$ cat config.mk
export PLATFORM = sky130hd
export DESIGN_NAME = hazard_fwd_ctrl
export DESIGN_NICKNAME = d
export VERILOG_FILES = /design/src/rtl/hazard_fwd_ctrl.sv
export SDC_FILE = /design/constraint.sdc
export NUM_CORES = 1
export LEC_CHECK = 0
export ABC_AREA = 1
export CORE_MARGIN = 2
export CORE_UTILIZATION = 30
export DETAILED_ROUTE_END_ITERATION = 7
export GPL_TIMING_DRIVEN = 0
export PLACE_DENSITY = 0.61
export SLEW_MARGIN = 15
export SYNTH_ARGS = -nofsm -noshare
export SYNTH_HDL_FRONTEND = slang
export SYNTH_SLANG_ARGS = --single-unit
$ cat constraint.sdc
create_clock -name clk -period 1.65 [get_ports clk]
set_input_delay 0.33 -clock clk [delete_from_list [all_inputs] [get_ports clk]]
set_output_delay 0.33 -clock clk [all_outputs]
set_load 0.01 [all_outputs]
$ cat src/rtl/hazard_fwd_ctrl.sv
// Hazard detection and forwarding control for a 5-stage pipeline.
// Tracks EX/MEM/WR register usage, drives bypass selects, stalls and flushes.
module hazard_fwd_ctrl #(
  parameter int FLUSH_CYC = 1,
  parameter int REGW      = 5
) (
  input  logic            clk,
  input  logic            rst,
  input  logic            Hold,
  input  logic            Valid_Id,
  input  logic [REGW-1:0] Rs_Id,
  input  logic [REGW-1:0] Rt_Id,
  input  logic            UseRs_Id,
  input  logic            UseRt_Id,
  input  logic [REGW-1:0] Dst_Id,
  input  logic            RegWr_Id,
  input  logic            MemToReg_Id,
  input  logic            BrTaken_Ex,
  output logic            Stall_PC_IFID,
  output logic            Bubble_IDEX,
  output logic            Flush_IFID,
  output logic [1:0]      ALUSrcA_ByPassing,
  output logic [1:0]      ALUSrcB_ByPassing,
  output logic            Busy
);

  typedef enum logic {RUN, FLUSH} state_t;

  localparam logic [1:0] CNT_INIT =
    (FLUSH_CYC > 0) ? 2'(FLUSH_CYC - 1) : 2'd0;

  state_t          state;
  logic [1:0]      cnt;

  logic [REGW-1:0] ex_rs, ex_rt, ex_dst;
  logic            ex_regwr, ex_load;
  logic [REGW-1:0] mem_dst;
  logic            mem_regwr, mem_load;
  logic [REGW-1:0] wr_dst;
  logic            wr_regwr;

  logic            hit_rs, hit_rt;
  logic            load_use, flushing;
  logic            unused_mem_load;

  assign unused_mem_load = mem_load;

  // MEM result wins over the older WR result
  function automatic logic [1:0] fwd_sel(input logic [REGW-1:0] src);
    if (mem_regwr && mem_dst != '0 && mem_dst == src)
      return 2'b01;
    else if (wr_regwr && wr_dst != '0 && wr_dst == src)
      return 2'b10;
    else
      return 2'b00;
  endfunction

  always_comb begin
    hit_rs   = UseRs_Id && (Rs_Id == ex_dst);
    hit_rt   = UseRt_Id && (Rt_Id == ex_dst);
    load_use = Valid_Id && ex_load && ex_regwr &&
               (ex_dst != '0) && (hit_rs || hit_rt);
    flushing = (state == FLUSH) || BrTaken_Ex;

    Stall_PC_IFID = Hold || (!flushing && load_use);
    Bubble_IDEX   = !Hold && (flushing || load_use);
    Flush_IFID    = flushing;
    Busy          = (state == FLUSH);

    ALUSrcA_ByPassing = fwd_sel(ex_rs);
    ALUSrcB_ByPassing = fwd_sel(ex_rt);
  end

  always_ff @(posedge clk) begin
    if (rst) begin
      ex_rs     <= '0;
      ex_rt     <= '0;
      ex_dst    <= '0;
      ex_regwr  <= 1'b0;
      ex_load   <= 1'b0;
      mem_dst   <= '0;
      mem_regwr <= 1'b0;
      mem_load  <= 1'b0;
      wr_dst    <= '0;
      wr_regwr  <= 1'b0;
      state     <= RUN;
      cnt       <= '0;
    end else if (!Hold) begin
      wr_dst    <= mem_dst;
      wr_regwr  <= mem_regwr;
      mem_dst   <= ex_dst;
      mem_regwr <= ex_regwr;
      mem_load  <= ex_load;
      if (Bubble_IDEX || !Valid_Id) begin
        ex_rs    <= '0;
        ex_rt    <= '0;
        ex_dst   <= '0;
        ex_regwr <= 1'b0;
        ex_load  <= 1'b0;
      end else begin
        ex_rs    <= Rs_Id;
        ex_rt    <= Rt_Id;
        ex_dst   <= Dst_Id;
        ex_regwr <= RegWr_Id;
        ex_load  <= MemToReg_Id;
      end
      unique case (state)
        RUN: begin
          if (BrTaken_Ex && FLUSH_CYC > 0) begin
            state <= FLUSH;
            cnt   <= CNT_INIT;
          end
        end
        FLUSH: begin
          if (cnt == '0) state <= RUN;
          else           cnt   <= cnt - 2'd1;
        end
        default: state <= RUN;
      endcase
    end
  end

endmodule

==> parameters.txt <==
Parameter                              Value

Die
  Initial Utilization ... 0.310
  Placement row count ... 28
  Core outline area ... 5890 sq um
  Number of ports placed on the die boundary ... 32
  Overall die area ... 6720 sq um
  Chip width ... approximately 82 microns
  Height of the die ... 82.0 microns

Routing
  Via count of the routed design ... 1830
  Detail Route Antenna Nets ... 0
  DRC Markers ... 0
  Via/cell ratio ... 4.66
  Violation count after the first detailed-routing iteration ... about 110
  First-pass iteration count of the detailed router ... 5
  Post-Route WL ... between 4000 and 5000 microns
  Wire length per cell after detailed routing ... 12.5 microns

Logic synthesis
  Asr flop ratio synth ... 0
  Cell variety after synth ... 25
  Main synth FF type ... sky130_fd_sc_hd__dfxtp_1
  Mean Syn Cell Area ... 6.73 sq um
  Sequential share of the synthesized area ... 0.351
  Mapped Nets ... 296
  Flop and latch count out of synthesis ... 32
  Synthesis Warnings ... 0
  Number of enable-type register cells in the synthesized netlist ... 0
  Cell area after synthesis ... roughly 1800 sq um
  Number of instances in the synthesized netlist ... 271

Global route
  Congestion Overflow GR ... 0
  Via count of the first global-routing pass ... approximately 1700
  Overall track demand over capacity in global routing ... 0.163
  Largest net degree at the start of global routing ... 12
  Global-route wire length before repair ... 8200 microns
  Initial antenna violation count ... 0

Clock network
  Clock net sink count ... 32
  Clk slew on worst S/H paths ... 80 ps
  Clock tree from TritonCTS ... yes
  # hold bufs at CTS ... 0
  Skew-Pair Late Insertion Delay ... between 200 and 300 ps
  CTS root buf ... sky130_fd_sc_hd__clkbuf_8
  Inserted Clock Buffers ... 5
  Longest Clk Path Bufs ... 2
  H-tree levels ... 2

Status
  Outcome ... finished, violations left
  Violated checks ... setup timing

STA
  Share of the clock period used by the worst path after layout ... 1.14
  Maximum clock frequency ... 534 MHz
  Headroom to the max-slew limit ... 0.670
  Setup repair after global routing missed its margin ... true
  Final setup violation count ... 6
  Total count of max-transition violations in the final report ... 0
  Post-layout worst setup margin ... -223 ps
  Worst Max-Slew Pin Slew ... roughly 500 ps
  Final min period ... about 1900 ps
  Setup Skew ... 11.7 ps
  Final count of hold timing violations ... 0

Critical path
  Worst Path Arrival ... 1540 ps
  Worst Setup SP ... mem_dst[0]
  Startpoint class of the critical path ... flop
  Reg2Reg Setup Slack ... 90 ps
  Kind of critical path ... reg2out
  Setup crit end ... ALUSrcB_ByPassing[1]
  Crit-path max FO ... 2
  Worst R2R End ... ex_rt[0]
  Req. time, crit path ... 1320 ps
  Type of element capturing the critical path ... output pin
  Reg2Reg Launch Point ... ex_dst[1]
  Logic depth of the worst register-to-register path ... 11

Layout
  Area growth syn-to-layout ... 35.3%
  Post-layout nets ... 342
  Leading cell type in the layout, fill and taps excluded ... sky130_fd_sc_hd__nand2_1
  Final core area utilization ... 0.419
  # diodes ... 0
  Filler-free cell count of the finished design ... 393
  Fraction of layout instances using a drive strength above 1 ... 0.201
  Most frequent cells in the layout ... 48 x sky130_fd_sc_hd__nand2_1, 47 x sky130_fd_sc_hd__nor2_1, 26 x sky130_fd_sc_hd__a21oi_1

Placement
  Count of input and output buffers ... 29
  Detailed-placement wirelength estimate ... 3580 microns
  Routability congestion estimate from global placement ... 0.828
  Cells after DPL ... between 300 and 400

Pwr
  Total power draw ... between 2 and 2.5 mW
  Pleak ... approximately 1.1 nW
  Pwr per Cell Area ... roughly 800 nW/um^2
  Worst VDD drop ... ~0.31 mV

Flow run
  Reported max-cap violation count ... 0

Hold path
  Hold/Removal Path Class ... in2reg
sequential cells by signal, summed over array words and instances, names as in the netlist:
name       count
ex_load        1
ex_rt          5
mem_dst        5
ex_regwr       1
Busy           1
ex_rs          5
cnt            2
wr_dst         5
ex_dst         5
mem_regwr      1
wr_regwr       1
synth_stat cells (2+ instances only):
master,n,area share
sky130_fd_sc_hd__a21oi_1,26,0.071
sky130_fd_sc_hd__buf_2,5,0.014
sky130_fd_sc_hd__clkbuf_1,7,0.014
sky130_fd_sc_hd__dfxtp_1,32,0.35
sky130_fd_sc_hd__inv_1,24,0.049
sky130_fd_sc_hd__inv_2,6,0.012
sky130_fd_sc_hd__nand2_1,51,0.11
sky130_fd_sc_hd__nand3_1,3,0.0082
sky130_fd_sc_hd__nand3b_1,2,0.0082
sky130_fd_sc_hd__nand4_1,22,0.075
sky130_fd_sc_hd__nor2_1,48,0.099
sky130_fd_sc_hd__nor3_1,2,0.0055
sky130_fd_sc_hd__o21ai_0,13,0.036
sky130_fd_sc_hd__xnor2_1,16,0.077
sky130_fd_sc_hd__xor2_1,4,0.019
layout make-up:
type                    count  area, sq um
plain buffers              13         63.8
clock inverters             1         30.0
flip-flops and latches     32          666
multi-input cells         195         1070
repair buffers             40          334
well taps                  75         93.8
inverters                  30          118
fillers                   653         3420
clock buffers               7         96.3
metal layers:
layer  GRT usage  wire length (microns)  up-vias
li1            -                      -      965
met1       0.209                   2310      808
met2       0.277                   2280       51
met3      0.0308                    270        6
met4      0.0450                     55        0
met5           0                      0        -
critical path, stage by stage, from the launching register on:
cell and delay, ps:
sky130_fd_sc_hd__dfxtp_4 340, sky130_fd_sc_hd__or2_4 250, sky130_fd_sc_hd__o41ai_4 230, sky130_fd_sc_hd__buf_4 160, sky130_fd_sc_hd__nor3_2 50, sky130_fd_sc_hd__nor3_2 90
sky130_fd_sc_hd__buf_2 140
power by group:
| part | internal (mW) | switching (mW) |
|---|---|---|
| Sequential | 0.802 | 0.0437 |
| Clock | 0.533 | 0.315 |
| Combinational | 0.155 | 0.173 |
through the flow:
stage | instance area, sq um | hold WS, ps | setup slack (ps) | setup TNS (ps)
floorplan | 1820 | 446 | 129 | 0
global placement | 2210 | 464 | -856 | -5940
detailed placement | 2210 | 465 | -862 | -6370
CTS | 2390 | 378 | -297 | -1300
global route | 2470 | 405 | -262 | -1270
finish | 2470 | 374 | -223 | -923
how the worst min path moves through the flow:
stage,start,end,slack (ps),cells after the start
2_1_floorplan,ex_load,ex_load,450,2
3_3_place_gp,ex_load,ex_load,460,2
3_5_place_dp,ex_load,ex_load,470,2
4_1_cts,Valid_Id,ex_dst[1],380,3
5_1_grt,Valid_Id,ex_dst[1],410,3
6_report,Valid_Id,ex_dst[1],370,3
kinds of logic (layout without fill, tap and decap cells):
| logic type | Yosys count | after routing | synth area share |
|---|---|---|---|
| xor gates and xnor gates | 20 | 20 | 0.0961 |
| adders and majority gates | 1 | 1 | 0.00686 |
| DFF | 32 | 32 | 0.351 |
| and+or+nand+nor | 133 | 133 | 0.327 |
| buffers and inverters | 44 | 91 | 0.100 |
| AOI/OAI and AO/OA | 41 | 41 | 0.119 |
timing repair:
item	in CTS	in global routing
endpoints found under the setup margin	7	12
buffers inserted	7	5
pin swaps	11	11
resized for setup	57	15
(Power assumes the default switching activity.)
